**src/rtl/ifu_fetch.sv**
```systemverilog
// Instruction fetch unit: PC owner, credit-limited imem requests, in-order instruction queue, redirect squash.
// Optional IFU_PERF_CNT_EN adds a saturating redirect_count output.
module ifu_fetch #(
    parameter int unsigned     XLEN     = 32,
    parameter logic [XLEN-1:0] RESET_PC = '0,
    parameter int unsigned     DEPTH    = 2
) (
    input  logic            clk,
    input  logic            rst_n,
    input  logic            je,
    input  logic [XLEN-1:0] jump_target,
    output logic            imem_req_valid,
    input  logic            imem_req_ready,
    output logic [XLEN-1:0] imem_req_addr,
    input  logic            imem_rsp_valid,
    input  logic [31:0]     imem_rsp_data,
    output logic            instr_valid,
    input  logic            instr_ready,
    output logic [31:0]     instr_data,
    output logic [XLEN-1:0] instr_pc,
    output logic            flush,
    output logic            target_misalig
`ifdef IFU_PERF_CNT_EN
    ,
    output logic [31:0]     redirect_count
`endif
);

    localparam int unsigned CNT_W = $clog2(DEPTH + 1);
    localparam int unsigned SUM_W = CNT_W + 1;
    localparam int unsigned IDX_W = (DEPTH > 1) ? $clog2(DEPTH) : 1;

    localparam logic [1:0] ST_BOOT  = 2'd0;
    localparam logic [1:0] ST_FETCH = 2'd1;
    localparam logic [1:0] ST_FLUSH = 2'd2;

    logic [1:0]       r_state;
    logic [1:0]       w_state_next;
    logic [XLEN-1:0]  r_pc;
    logic [XLEN-1:0]  r_rsp_pc;
    logic [CNT_W-1:0] r_outstanding;
    logic [CNT_W-1:0] r_drop_cnt;
    logic [CNT_W-1:0] r_count;
    logic [IDX_W-1:0] r_head;
    logic [IDX_W-1:0] r_tail;
    logic [31:0]      r_q_data [DEPTH];
    logic [XLEN-1:0]  r_q_pc   [DEPTH];
    logic [31:0]      r_out_data;
    logic [XLEN-1:0]  r_out_pc;

    logic [XLEN-1:0]  w_target_al;
    logic             w_credit;
    logic             w_accept;
    logic             w_push;
    logic             w_drop;
    logic             w_pop;
    logic [CNT_W-1:0] w_out_after;
    logic [CNT_W-1:0] w_count_next;
    logic [IDX_W-1:0] w_head_next;

    function automatic logic [IDX_W-1:0] idx_inc(input logic [IDX_W-1:0] idx);
        return (idx == IDX_W'(DEPTH - 1)) ? '0 : idx + IDX_W'(1);
    endfunction

    assign w_target_al    = {jump_target[XLEN-1:2], 2'b00};
    assign w_credit       = ({1'b0, r_outstanding} + {1'b0, r_count}) < SUM_W'(DEPTH);
    assign imem_req_valid = (r_state == ST_FETCH) && !je && w_credit;
    assign imem_req_addr  = r_pc;
    assign w_accept       = imem_req_valid && imem_req_ready;
    assign w_drop         = imem_rsp_valid && (r_drop_cnt != '0);
    assign w_push         = imem_rsp_valid && (r_drop_cnt == '0) && !je;
    assign instr_valid    = (r_count != '0) && !je;
    assign w_pop          = instr_valid && instr_ready;
    assign instr_data     = r_out_data;
    assign instr_pc       = r_out_pc;
    assign flush          = je;
    assign target_misalig = je && (jump_target[1:0] != 2'b00);

    // Responses still owed by imem after this edge; a redirect turns all of them into drops.
    assign w_out_after  = r_outstanding + CNT_W'(w_accept) - CNT_W'(imem_rsp_valid);
    assign w_count_next = r_count + CNT_W'(w_push) - CNT_W'(w_pop);
    assign w_head_next  = w_pop ? idx_inc(r_head) : r_head;

    always_comb begin
        w_state_next = r_state;
        case (r_state)
            ST_BOOT:  w_state_next = ST_FETCH;
            ST_FETCH: if (je && (w_out_after != '0)) w_state_next = ST_FLUSH;
            ST_FLUSH: if (!je && (r_drop_cnt == '0)) w_state_next = ST_FETCH;
            default:  w_state_next = ST_BOOT;
        endcase
    end

    always_ff @(posedge clk or negedge rst_n) begin
        if (!rst_n) begin
            r_state <= ST_BOOT;
        end else begin
            r_state <= w_state_next;
        end
    end

    always_ff @(posedge clk or negedge rst_n) begin
        if (!rst_n) begin
            r_pc          <= RESET_PC;
            r_rsp_pc      <= RESET_PC;
            r_outstanding <= '0;
            r_drop_cnt    <= '0;
            r_count       <= '0;
            r_head        <= '0;
            r_tail        <= '0;
            r_out_data    <= '0;
            r_out_pc      <= '0;
        end else begin
            r_outstanding <= w_out_after;
            if (je) begin
                r_pc       <= w_target_al;
                r_rsp_pc   <= w_target_al;
                r_drop_cnt <= w_out_after;
                r_count    <= '0;
                r_head     <= '0;
                r_tail     <= '0;
            end else begin
                if (w_accept) r_pc <= r_pc + XLEN'(4);
                if (w_drop) r_drop_cnt <= r_drop_cnt - CNT_W'(1);
                if (w_push) begin
                    r_rsp_pc <= r_rsp_pc + XLEN'(4);
                    r_tail   <= idx_inc(r_tail);
                end
                r_count <= w_count_next;
                r_head  <= w_head_next;
                // Output register tracks the head entry and holds its value once the queue drains.
                if (w_count_next != '0) begin
                    if (w_push && (r_tail == w_head_next)) begin
                        r_out_data <= imem_rsp_data;
                        r_out_pc   <= r_rsp_pc;
                    end else begin
                        r_out_data <= r_q_data[w_head_next];
                        r_out_pc   <= r_q_pc[w_head_next];
                    end
                end
            end
        end
    end

    always_ff @(posedge clk) begin
        if (w_push) begin
            r_q_data[r_tail] <= imem_rsp_data;
            r_q_pc[r_tail]   <= r_rsp_pc;
        end
    end

    always_ff @(posedge clk) begin
        assert (!(w_push && (r_count == CNT_W'(DEPTH))));
    end

`ifdef IFU_PERF_CNT_EN
    logic [31:0] r_redirect_count;

    always_ff @(posedge clk or negedge rst_n) begin
        if (!rst_n) begin
            r_redirect_count <= '0;
        end else if (je && (r_redirect_count != 32'hFFFF_FFFF)) begin
            r_redirect_count <= r_redirect_count + 32'd1;
        end
    end

    assign redirect_count = r_redirect_count;
`endif

endmodule

```
**config.mk**
```make
export PLATFORM = sky130hd
export DESIGN_NAME = ifu_fetch
export DESIGN_NICKNAME = d
export VERILOG_FILES = /design/src/rtl/ifu_fetch.sv
export SDC_FILE = /design/constraint.sdc
export NUM_CORES = 1
export LEC_CHECK = 0
export CORE_MARGIN = 4
export CORE_UTILIZATION = 45
export DETAILED_ROUTE_END_ITERATION = 10
export PLACE_DENSITY = 0.71
export SLEW_MARGIN = 30
export SYNTH_ARGS = -nofsm -noshare
export SYNTH_HDL_FRONTEND = slang
export SYNTH_SLANG_ARGS = --single-unit
```
**constraint.sdc**
```tcl
create_clock -name clk -period 4.6 [get_ports clk]
set_clock_uncertainty 0.15 [all_clocks]
set_input_delay 0.92 -clock clk [delete_from_list [all_inputs] [get_ports clk]]
set_output_delay 0.92 -clock clk [all_outputs]
set_load 0.01 [all_outputs]
```
Word level (Yosys, flattened, before mapping)
Memories as Yosys holds them, arrays and structs flattened. A register that Yosys moved wholly into a read port is not among the register bits.
Index checks and enable logic that the tools add are counted.
- register bits after elaboration: 74
- bits in writable memories: 128
- output and inout bits: 100
- logic and storage cells: 70
- memories kept: 2
- memory list (memory ; words ; width ; rd ports ; clocked after memory_dff ; write ports ; line ; text):
    r_q_data ; 2 ; 32 ; 1 ; 1 ; 1 ; 46 ; logic [31:0] r_q_data [DEPTH];
    r_q_pc ; 2 ; 32 ; 1 ; 1 ; 1 ; 47 ; logic [XLEN-1:0] r_q_pc [DEPTH];
- add/subtract/negate cells: 10
- $lt $le $gt $ge: 1
- equality and inequality tests: 4
- multiplexer cells: 18
- bitwise logic cells: 1
- reduce and logical (&&, ||, !) cells: 26
- operator list (kind ; number):
    32-bit two-way mux ; 4
    32-bit by 3-bit adder with 32-bit output, second input constant ; 2
    2-bit nonzero test ; 8
    1-bit logical AND ; 11
    2-bit two-way mux ; 5
    1-bit two-way mux ; 8
    2-bit case mux with 3 select lines ; 1
    2-bit by 1-bit adder with 2-bit output ; 2
    2-bit zero test ; 2
    2-bit AND reduction ; 2
    2-bit by 1-bit subtractor with 2-bit output ; 2
    2-bit by 2-bit adder with 3-bit output ; 1
    1-bit zero test ; 3
    3-bit by 2-bit < comparator with 1-bit output, second input constant ; 1
    1-bit adder, second input constant ; 2
    2-bit by 1-bit == test with 1-bit output, second input constant ; 1
    2-bit == test, second input constant ; 1
    2-bit by 1-bit inequality test with 1-bit output, second input constant ; 1
    2-bit inequality test, second input constant ; 1
    2-bit by 1-bit subtractor with 2-bit output, second input constant ; 1
    1-bit NOT ; 1

Longest topological paths before layout
Gate-level depths: netlist of the first run.
- depth in word-level cells: 10
- depth in mapped cells: 14
- gate-level depth less buffers: 13

Least setup slack after synthesis of the first run
Ideal clock, no wire load.
- path kind: in2reg
- start: input port je
- end: memory r_q_data[0][0], enable pin
- data arrival time: 4.064 ns
- path slack: -0.097 ns
- cell stages on the path: 5
- path buffers: 2
- cell sequence: inv_2 nand3_1 buf_2 buf_1 nor2_1
- longest elaborated chain between the ends: 4
- RTL lines (what ; line ; text):
    start, declared ; 10 ; input logic je,
    1-bit zero test ; 71 ; assign w_push = imem_rsp_valid && (r_drop_cnt == '0) && !je;
    1-bit logical AND ; 71 ;
    1-bit two-way mux ; 146 ; if (w_push) begin
    1-bit two-way mux (implied by the code) ; 147 ; r_q_data[r_tail] <= imem_rsp_data;
    end, declared ; 46 ;
No other way between the ends.

Final worst setup path of the first run
- start: register r_count[0]
- end: output port imem_req_valid
- longest elaborated chain between the ends: 3
- RTL lines (what ; line ; text):
    start, declared ; 43 ; logic [CNT_W-1:0] r_count;
    start signal, assigned ; 129 ; r_count <= w_count_next;
    2-bit by 2-bit adder with 3-bit output ; 66 ; assign w_credit = ({1'b0, r_outstanding} + {1'b0, r_count}) < SUM_W'(DEPTH);
    3-bit by 2-bit < comparator with 1-bit output ; 66 ;
    1-bit logical AND ; 67 ; assign imem_req_valid = (r_state == ST_FETCH) && !je && w_credit;
    end, declared ; 12 ; output logic imem_req_valid,
No other way between the ends.

==> results of run 1 <==
## area by class of cell
type	instances	area (um2)	area share
clock buffer	33	718	0.0485
multi-input combinational	677	4530	0.306
inverter	21	78.8	0.00532
clock inverter	17	161	0.0109
timing repair buffer	188	1880	0.127
sequential	256	7030	0.474
tap	335	419	0.0283
## power by group
group / internal, mW / total [mW] / switching [mW]
sequential: 2.87 / 3.20 / 0.328
combinational: 1.14 / 2.50 / 1.36
clock: 1.28 / 2.16 / 0.883
## worst max-delay path, stage by stage, from the launching register on
cell and delay, ns:
sky130_fd_sc_hd__dfrtp_1 0.43, sky130_fd_sc_hd__and2_1 0.17, sky130_fd_sc_hd__fa_1 0.48, sky130_fd_sc_hd__nor4b_4 0.43, sky130_fd_sc_hd__and2_2 0.21, sky130_fd_sc_hd__clkdlybuf4s50_1 0.53
## routing by layer
metal | vias up | share of wire | GRT usage
met4 | 0 | 0.018 | 0.0472
met2 | 330 | 0.46 | 0.331
met5 | - | 0 | 0
met1 | 4398 | 0.45 | 0.312
li1 | 4136 | - | -
met3 | 41 | 0.077 | 0.0363
## through the flow
step | total power [mW] | worst slack (ns) | util | instances
final | 7.86 | 0.758 | 0.568 | 1527
after detailed placement | 5.75 | 0.614 | 0.534 | 1477
after global placement | 5.69 | 0.731 | 0.534 | 1477
after floorplan | 4.58 | 0.943 | - | 1036
after CTS | 7.93 | 0.745 | 0.568 | 1527
after global routing | 8.34 | 0.688 | 0.568 | 1527
## synth_stat cells, types with 3 or more instances
| cell type | instances | area [um2] |
|---|---|---|
| sky130_fd_sc_hd__a21boi_0 | 3 | 22.5 |
| sky130_fd_sc_hd__a21oi_1 | 10 | 50.1 |
| sky130_fd_sc_hd__and2_1 | 5 | 31.3 |
| sky130_fd_sc_hd__and3_1 | 8 | 50.1 |
| sky130_fd_sc_hd__and4_1 | 5 | 43.8 |
| sky130_fd_sc_hd__buf_1 | 4 | 15.0 |
| sky130_fd_sc_hd__buf_2 | 13 | 65.1 |
| sky130_fd_sc_hd__buf_4 | 6 | 45.0 |
| sky130_fd_sc_hd__clkbuf_1 | 52 | 195 |
| sky130_fd_sc_hd__clkbuf_2 | 6 | 30.0 |
| sky130_fd_sc_hd__dfrtp_1 | 132 | 3300 |
| sky130_fd_sc_hd__edfxtp_1 | 124 | 3720 |
| sky130_fd_sc_hd__ha_1 | 7 | 87.6 |
| sky130_fd_sc_hd__inv_1 | 19 | 71.3 |
| sky130_fd_sc_hd__mux2_2 | 29 | 327 |
| sky130_fd_sc_hd__mux2i_1 | 7 | 70.1 |
| sky130_fd_sc_hd__nand2_1 | 93 | 349 |
| sky130_fd_sc_hd__nand2b_1 | 4 | 25.0 |
| sky130_fd_sc_hd__nand3_1 | 90 | 450 |
| sky130_fd_sc_hd__nand4_1 | 20 | 125 |
| sky130_fd_sc_hd__nor2_1 | 25 | 93.8 |
| sky130_fd_sc_hd__nor3_1 | 14 | 70.1 |
| sky130_fd_sc_hd__nor4_1 | 6 | 37.5 |
| sky130_fd_sc_hd__o211a_1 | 62 | 621 |
| sky130_fd_sc_hd__o211ai_1 | 4 | 30.0 |
| sky130_fd_sc_hd__o21ai_0 | 121 | 606 |
| sky130_fd_sc_hd__o21ai_1 | 13 | 65.1 |
| sky130_fd_sc_hd__o31ai_1 | 63 | 473 |
| sky130_fd_sc_hd__xnor2_1 | 27 | 236 |
| sky130_fd_sc_hd__xor2_1 | 28 | 245 |
## flip-flops by register name, summed over array words and instances, names as in the netlist, 30 cells and up
name,count
r_q_data,64
instr_data,32
instr_pc,30
r_rsp_pc,30
imem_req_addr,30
r_q_pc,60
## kinds of logic after synthesis
group,count (synthesis),share of synthesized area
mux,36,0.0333
simple gates,284,0.121
buf+inv,103,0.0370
flops,256,0.590
other cells,1,0.000315
compound gates,288,0.166
fa+ha+maj,8,0.00903
xor+xnor,57,0.0444
## worst min-delay path by stage
stage	start	endpoint	slack [ns]	cells past startpoint
after floorplan	r_rsp_pc[31]	r_q_pc[0][31]	0.33	0
after global placement	instr_data[19]	instr_data[19]	0.31	2
after detailed placement	instr_data[14]	instr_data[14]	0.32	2
after CTS	instr_data[14]	instr_data[14]	0.33	2
after global routing	rst_n	instr_data[6]	0.34	1
final	rst_n	instr_data[6]	0.31	1
==> results.md, run 1 <==
* GRT Overall Usage at 0.211
* Average vias per placed instance at 5.83
* Post-route DRC violation count at 0
* Per-instance average area after synthesis at 11.5 um2
* Area post-placement at 13900 um2
* Number of fill cells in the layout at 2141
* Clock sink total at 256
* Path class of the lowest-slack min-delay path: in -> async
* Worst Path Class, Setup: reg -> out
* Number of nets with antenna violations after routing at 0
* Floorplan die height at 171 um
* Tightest Pin Transition at 0.824 ns
* Post-Route WL at 30800 um
* Peak supply drop at 0.000364 V
* Layout cell share with drive strength beyond 1 at 0.0973
* Endpoint of the most critical setup path: imem_req_valid
* Clock tree from TritonCTS: done
* Clock root cell: sky130_fd_sc_hd__clkbuf_16
* Endpoint of the lowest-slack register-to-register path: r_state[0]
* Die X at 171 um
* Leak at 5.87 nW
* Cells on worst reg2reg path at 13
* Commonest cells after routing, fill and taps aside: 164 x sky130_fd_sc_hd__clkdlybuf4s50_1, 132 x sky130_fd_sc_hd__dfrtp_1, 124 x sky130_fd_sc_hd__edfxtp_1, 121 x sky130_fd_sc_hd__o21ai_0, 93 x sky130_fd_sc_hd__nand2_1
* Worst Path Max Fanout at 4
* Total via count in the routed design at 8905
* Nature of the critical path startpoint: register
* Result of the run: finished, final reports clean
* Number of failing setup endpoints in the final timing report at 0
* First-pass GRT wire length at 49900 um
* Buffers inserted by post-CTS timing repair at 0
* Setup TNS at 0 ns
* Area of the placeable core at 26100 um2
* Required time of the critical path at 3.53 ns
* Crit path arrival time at 2.77 ns
* Highest Clock Rate at 260 MHz
* Number of antenna violations at the first check in global routing at 0
* PostCTS Resize Cnt at 0
* Number of nets in the final layout at 1249
* Synthesized instance count at 1033
* CTS clk-pin slew, worst paths at 0.06 ns
* Area of the die at 29200 um2
* Starting DRT DRC Count at 721
* Count of flip-flops with a built-in enable after synthesis at 124
* Final-report hold violation count at 0
* Area Overhead vs Synth at 24.3%
* Endpoint class of the critical path: output pin
* Number of cell rows at 59
* Sequential cell area fraction in the yosys report at 0.590
* Tightest hold margin at 0.307 ns
* Maximum clock path buffer count at 3
* Most common library cell in the layout ignoring fill and taps: sky130_fd_sc_hd__clkdlybuf4s50_1
* Critical path startpoint: r_count[0]
* Number of global-route vias before repair at 9111
* Unrepaired setup endpoints after global routing: false
* R2R Path Start: r_count[0]
* Register-to-register setup slack at 1.07 ns
* First drt pass iteration count at 5
* Async SR Flop Fraction at 0.516
* Shortest clock period the worst path allows after layout at 3.84 ns
* Top_reg_cell synth: sky130_fd_sc_hd__dfrtp_1
* Half-perimeter wire length of the detailed placement result at 18900 um
* Synth warn at 0
* Hold-fix buffers, CTS at 0
* Count of H-tree levels built during CTS at 1
* Count of input and output buffers at 165
* Max-slew violations at 0
* Cell area after layout at 14800 um2
* Effective utilization at floorplan at 0.457
* Pin count of the biggest net entering global routing at 97
* Final antenna diode count at 0
* Number of max-capacitance violations reported at 0
* PwrDens at 530 nW/um2
* Netlist area before placement at 11900 um2
* Routed wire length per instance at 20.2 um
* Remaining global-route overflow at 0
* Worst-Skew Late Latency at 0.54 ns
* Max transition margin at 0.451
* Number of register bits inferred by synthesis at 256
* Number of primary I/O pins at 170
* Unique masters post-synth at 56
* Number of buffers created by CTS at 27
* Final weighted congestion of routability-driven global placement at 0.858
* Final worst path period share at 0.835
Power figures use the tool's default switching activity.
==> run 2, diff against run 1 <==
--- a/config.mk
+++ b/config.mk
@@ -8,7 +8,7 @@
 export CORE_MARGIN = 4
 export CORE_UTILIZATION = 45
 export DETAILED_ROUTE_END_ITERATION = 10
-export PLACE_DENSITY = 0.71
+export PLACE_DENSITY = 0.68
 export SLEW_MARGIN = 30
 export SYNTH_ARGS = -nofsm -noshare
 export SYNTH_HDL_FRONTEND = slang
==> constraint.sdc (replaced) <==
create_clock -name clk -period 3.6 [get_ports clk]
set_clock_uncertainty 0.15 [all_clocks]
set_input_delay 0.72 -clock clk [delete_from_list [all_inputs] [get_ports clk]]
set_output_delay 0.72 -clock clk [all_outputs]
set_load 0.01 [all_outputs]
==> results.md, run 2 (same netlist as run 1, synthesis figures left out) <==
* Path class of the lowest-slack min-delay path: in -> async (unchanged)
* Count of H-tree levels built during CTS at 1 (unchanged)
* Number of max-capacitance violations reported at 0 (unchanged)
* Post-Route WL at 31000 um (was 30800 um)
* Worst Path Class, Setup: reg -> reg (was reg -> out)
* GRT Overall Usage at 0.211 (about the same)
* Area of the placeable core at 26100 um2 (unchanged)
* Effective utilization at floorplan at 0.457 (unchanged)
* Layout cell share with drive strength beyond 1 at 0.105 (was 0.0973)
* Slowest cell on the critical path: sky130_fd_sc_hd__fa_1 (was sky130_fd_sc_hd__clkdlybuf4s50_1)
* Tightest Pin Transition at 0.848 ns (was 0.824 ns)
* Endpoint class of the critical path: register (was output pin)
* Half-perimeter wire length of the detailed placement result at 19200 um (was 18900 um)
* Nature of the critical path startpoint: register (unchanged)
* Number of flip-flops in the largest register at 64 (unchanged)
* Final cell count without fillers at 1540 (was 1527)
* Routed wire length per instance at 20.1 um (was 20.2 um)
* Area Overhead vs Synth at 26.3% (was 24.3%)
* Number of buffers created by CTS at 28 (was 27)
* First drt pass iteration count at 5 (unchanged)
* Highest Clock Rate at 293 MHz
* Commonest cells after routing, fill and taps aside: 163 x sky130_fd_sc_hd__clkdlybuf4s50_1, 131 x sky130_fd_sc_hd__dfrtp_1, 124 x sky130_fd_sc_hd__edfxtp_1, 121 x sky130_fd_sc_hd__o21ai_0, 93 x sky130_fd_sc_hd__nand2_1 (was 164 x sky130_fd_sc_hd__clkdlybuf4s50_1, 132 x sky130_fd_sc_hd__dfrtp_1, 124 x sky130_fd_sc_hd__edfxtp_1, 121 x sky130_fd_sc_hd__o21ai_0, 93 x sky130_fd_sc_hd__nand2_1)
* Number of failing setup endpoints in the final timing report at 0 (unchanged)
* Crit path buffers/inverters at 2 (was 1)
* Leak at 5.98 nW (was 5.87 nW)
* Die X at 171 um (unchanged)
* R2R Path Start: r_count[0] (unchanged)
* Area post-placement at 14100 um2 (was 13900 um2)
* Critical path startpoint: r_count[0] (unchanged)
* Crit path arrival time at 3.69 ns (was 2.77 ns)
* Worst path depth at 12 (was 5)
* Average vias per placed instance at 5.81 (was 5.83)
* Floorplan die height at 171 um (unchanged)
* Slowest Stage Delay on Critical Path at 0.49 ns (was 0.53 ns)
* Max transition margin at 0.435 (was 0.451)
* Clock sink total at 256 (unchanged)
* Number of antenna violations at the first check in global routing at 1 (was 0)
* Final weighted congestion of routability-driven global placement at 0.829 (was 0.858)
* Required time of the critical path at 3.88 ns (was 3.53 ns)
* Shortest clock period the worst path allows after layout at 3.41 ns
* Setup TNS at 0 ns (unchanged)
* Peak supply drop at 0.000482 V (was 0.000364 V)
* Endpoint of the most critical setup path: r_state[1] (was imem_req_valid)
* Register-to-register setup slack at 0.19 ns (was 1.07 ns)
* Critical path, cell by cell: and2_1 -> fa_1 -> nor4b_4 -> and3_4 -> inv_2 -> ha_1 -> inv_1 -> ha_1 -> xnor2_1 -> xnor2_1 -> o21ai_0 -> o31ai_1 (was and2_1 -> fa_1 -> nor4b_4 -> and2_2 -> clkdlybuf4s50_1)
* Post-route DRC violation count at 0 (unchanged)
* Final antenna diode count at 0 (unchanged)
* Number of global-route vias before repair at 8978 (was 9111)
* Remaining global-route overflow at 0 (unchanged)
* Cell area after layout at 15000 um2 (was 14800 um2)
* Area of the die at 29200 um2 (unchanged)
* Number of cell rows at 59 (unchanged)
* Clock root cell: sky130_fd_sc_hd__clkbuf_16 (unchanged)
* Maximum clock path buffer count at 3 (unchanged)
* Worst-Skew Late Latency at 0.53 ns (was 0.54 ns)
* Endpoint of the lowest-slack register-to-register path: r_state[1] (was r_state[0])
* Total via count in the routed design at 8945 (was 8905)
* Tightest hold margin at 0.0429 ns (was 0.307 ns)
* Pin count of the biggest net entering global routing at 73 (was 97)
* Worst Path Max Fanout at 5 (was 4)
* Final-report hold violation count at 0 (unchanged)
* Register ranked first by flip-flop count: r_q_data (unchanged)
* Pre-CTS worst setup slack at -0.0707 ns (was 0.614 ns)
* Family with the most delay on the worst path: adder cells (was simple AND/OR/NAND/NOR gates)
* Final setup slack of the worst path at 0.190 ns (was 0.758 ns)
* Starting DRT DRC Count at 807 (was 721)
* Cell count after placement at 1487 (was 1477)
* Clock tree from TritonCTS: done (unchanged)
* Number of primary I/O pins at 170 (unchanged)
* Final worst path period share at 0.947
* Number of nets in the final layout at 1261 (was 1249)
* Most common library cell in the layout ignoring fill and taps: sky130_fd_sc_hd__clkdlybuf4s50_1 (unchanged)
* PwrDens at 684 nW/um2 (was 530 nW/um2)
* Number of nets with antenna violations after routing at 0 (unchanged)
* Unrepaired setup endpoints after global routing: false (unchanged)
* CTS clk-pin slew, worst paths at 0.06 ns (about the same)
* Count of input and output buffers at 165 (unchanged)
* Result of the run: finished, final reports clean (unchanged)
* First-pass GRT wire length at 49900 um (about the same)
* Cells on worst reg2reg path at 12 (was 13)
* Max-slew violations at 0 (unchanged)
[run 2: changes by cell type in the layout (fill, tap and decap cells not counted), sizes merged]
cell,delta
clkinv,-10
dlymetal6s2s,+1
buf,+12
clkbuf,+10
clkdlybuf4s50,-1
clkinvlp,+1
[run 2: through the flow]
stage,util,total power [mW]
floorplan,-,5.85
CTS,0.577,10.4
global route,0.577,10.9
global placement,0.541,7.36
finish,0.577,10.3
detailed placement,0.541,7.45
[run 2: layout make-up]
type                            count  area (um2)
Sequential cell                   256        7030
Timing Repair Buffer              199        2060
Clock inverter                      8         120
Multi-Input combinational cell    677        4530
Clock buffer                       44         812
Tap cell                          335         419
Fill cell                        2208       11000
Inverter                           21        78.8
[run 2: metal layers]
layer  global-route usage  vias up  share of wire
li1                     -     4151              -
met1                0.311     4434           0.45
met2                0.336      319           0.47
met3               0.0337       39          0.066
met4               0.0385        2          0.014
met5                    0        -        0.00065
[run 2: report_power, final]
group	switching, mW	internal [mW]	leakage (nW)
combinational	1.76	1.54	2.80
clock	1.13	1.76	0.450
sequential	0.422	3.67	2.73
total	3.32	6.97	5.98
[run 2: how the worst min path moves through the flow]
stage / from / end / slack [ns] / depth (start not counted)
after floorplan: rst_n / imem_req_addr[10] / 0.27 / 0
after global placement: instr_data[7] / instr_data[7] / 0.31 / 2
after detailed placement: instr_data[13] / instr_data[13] / 0.32 / 2
after CTS: rst_n / instr_data[5] / 0.08 / 1
after global routing: rst_n / instr_data[5] / 0.09 / 1
final: rst_n / instr_data[3] / 0.04 / 1
[run 2: repair_timing]
action                                  4_1_cts  5_1_grt
setup buffers                                 0        1
hold buffers                                  0        0
endpoints found under the setup margin        1        1
pin swaps                                     1        1
gates resized for setup                       1        2
[run 2: worst register-to-register path: cells and delay by family (launching register included)]
kind / cells / cell delay [ns]
buffers and inverters: 2 / 0.09
and+or+nand+nor: 3 / 0.82
xor gates and xnor gates: 2 / 0.45
DFF: 1 / 0.44
AOI/OAI and AO/OA: 2 / 0.45
adders and majority gates: 3 / 0.93
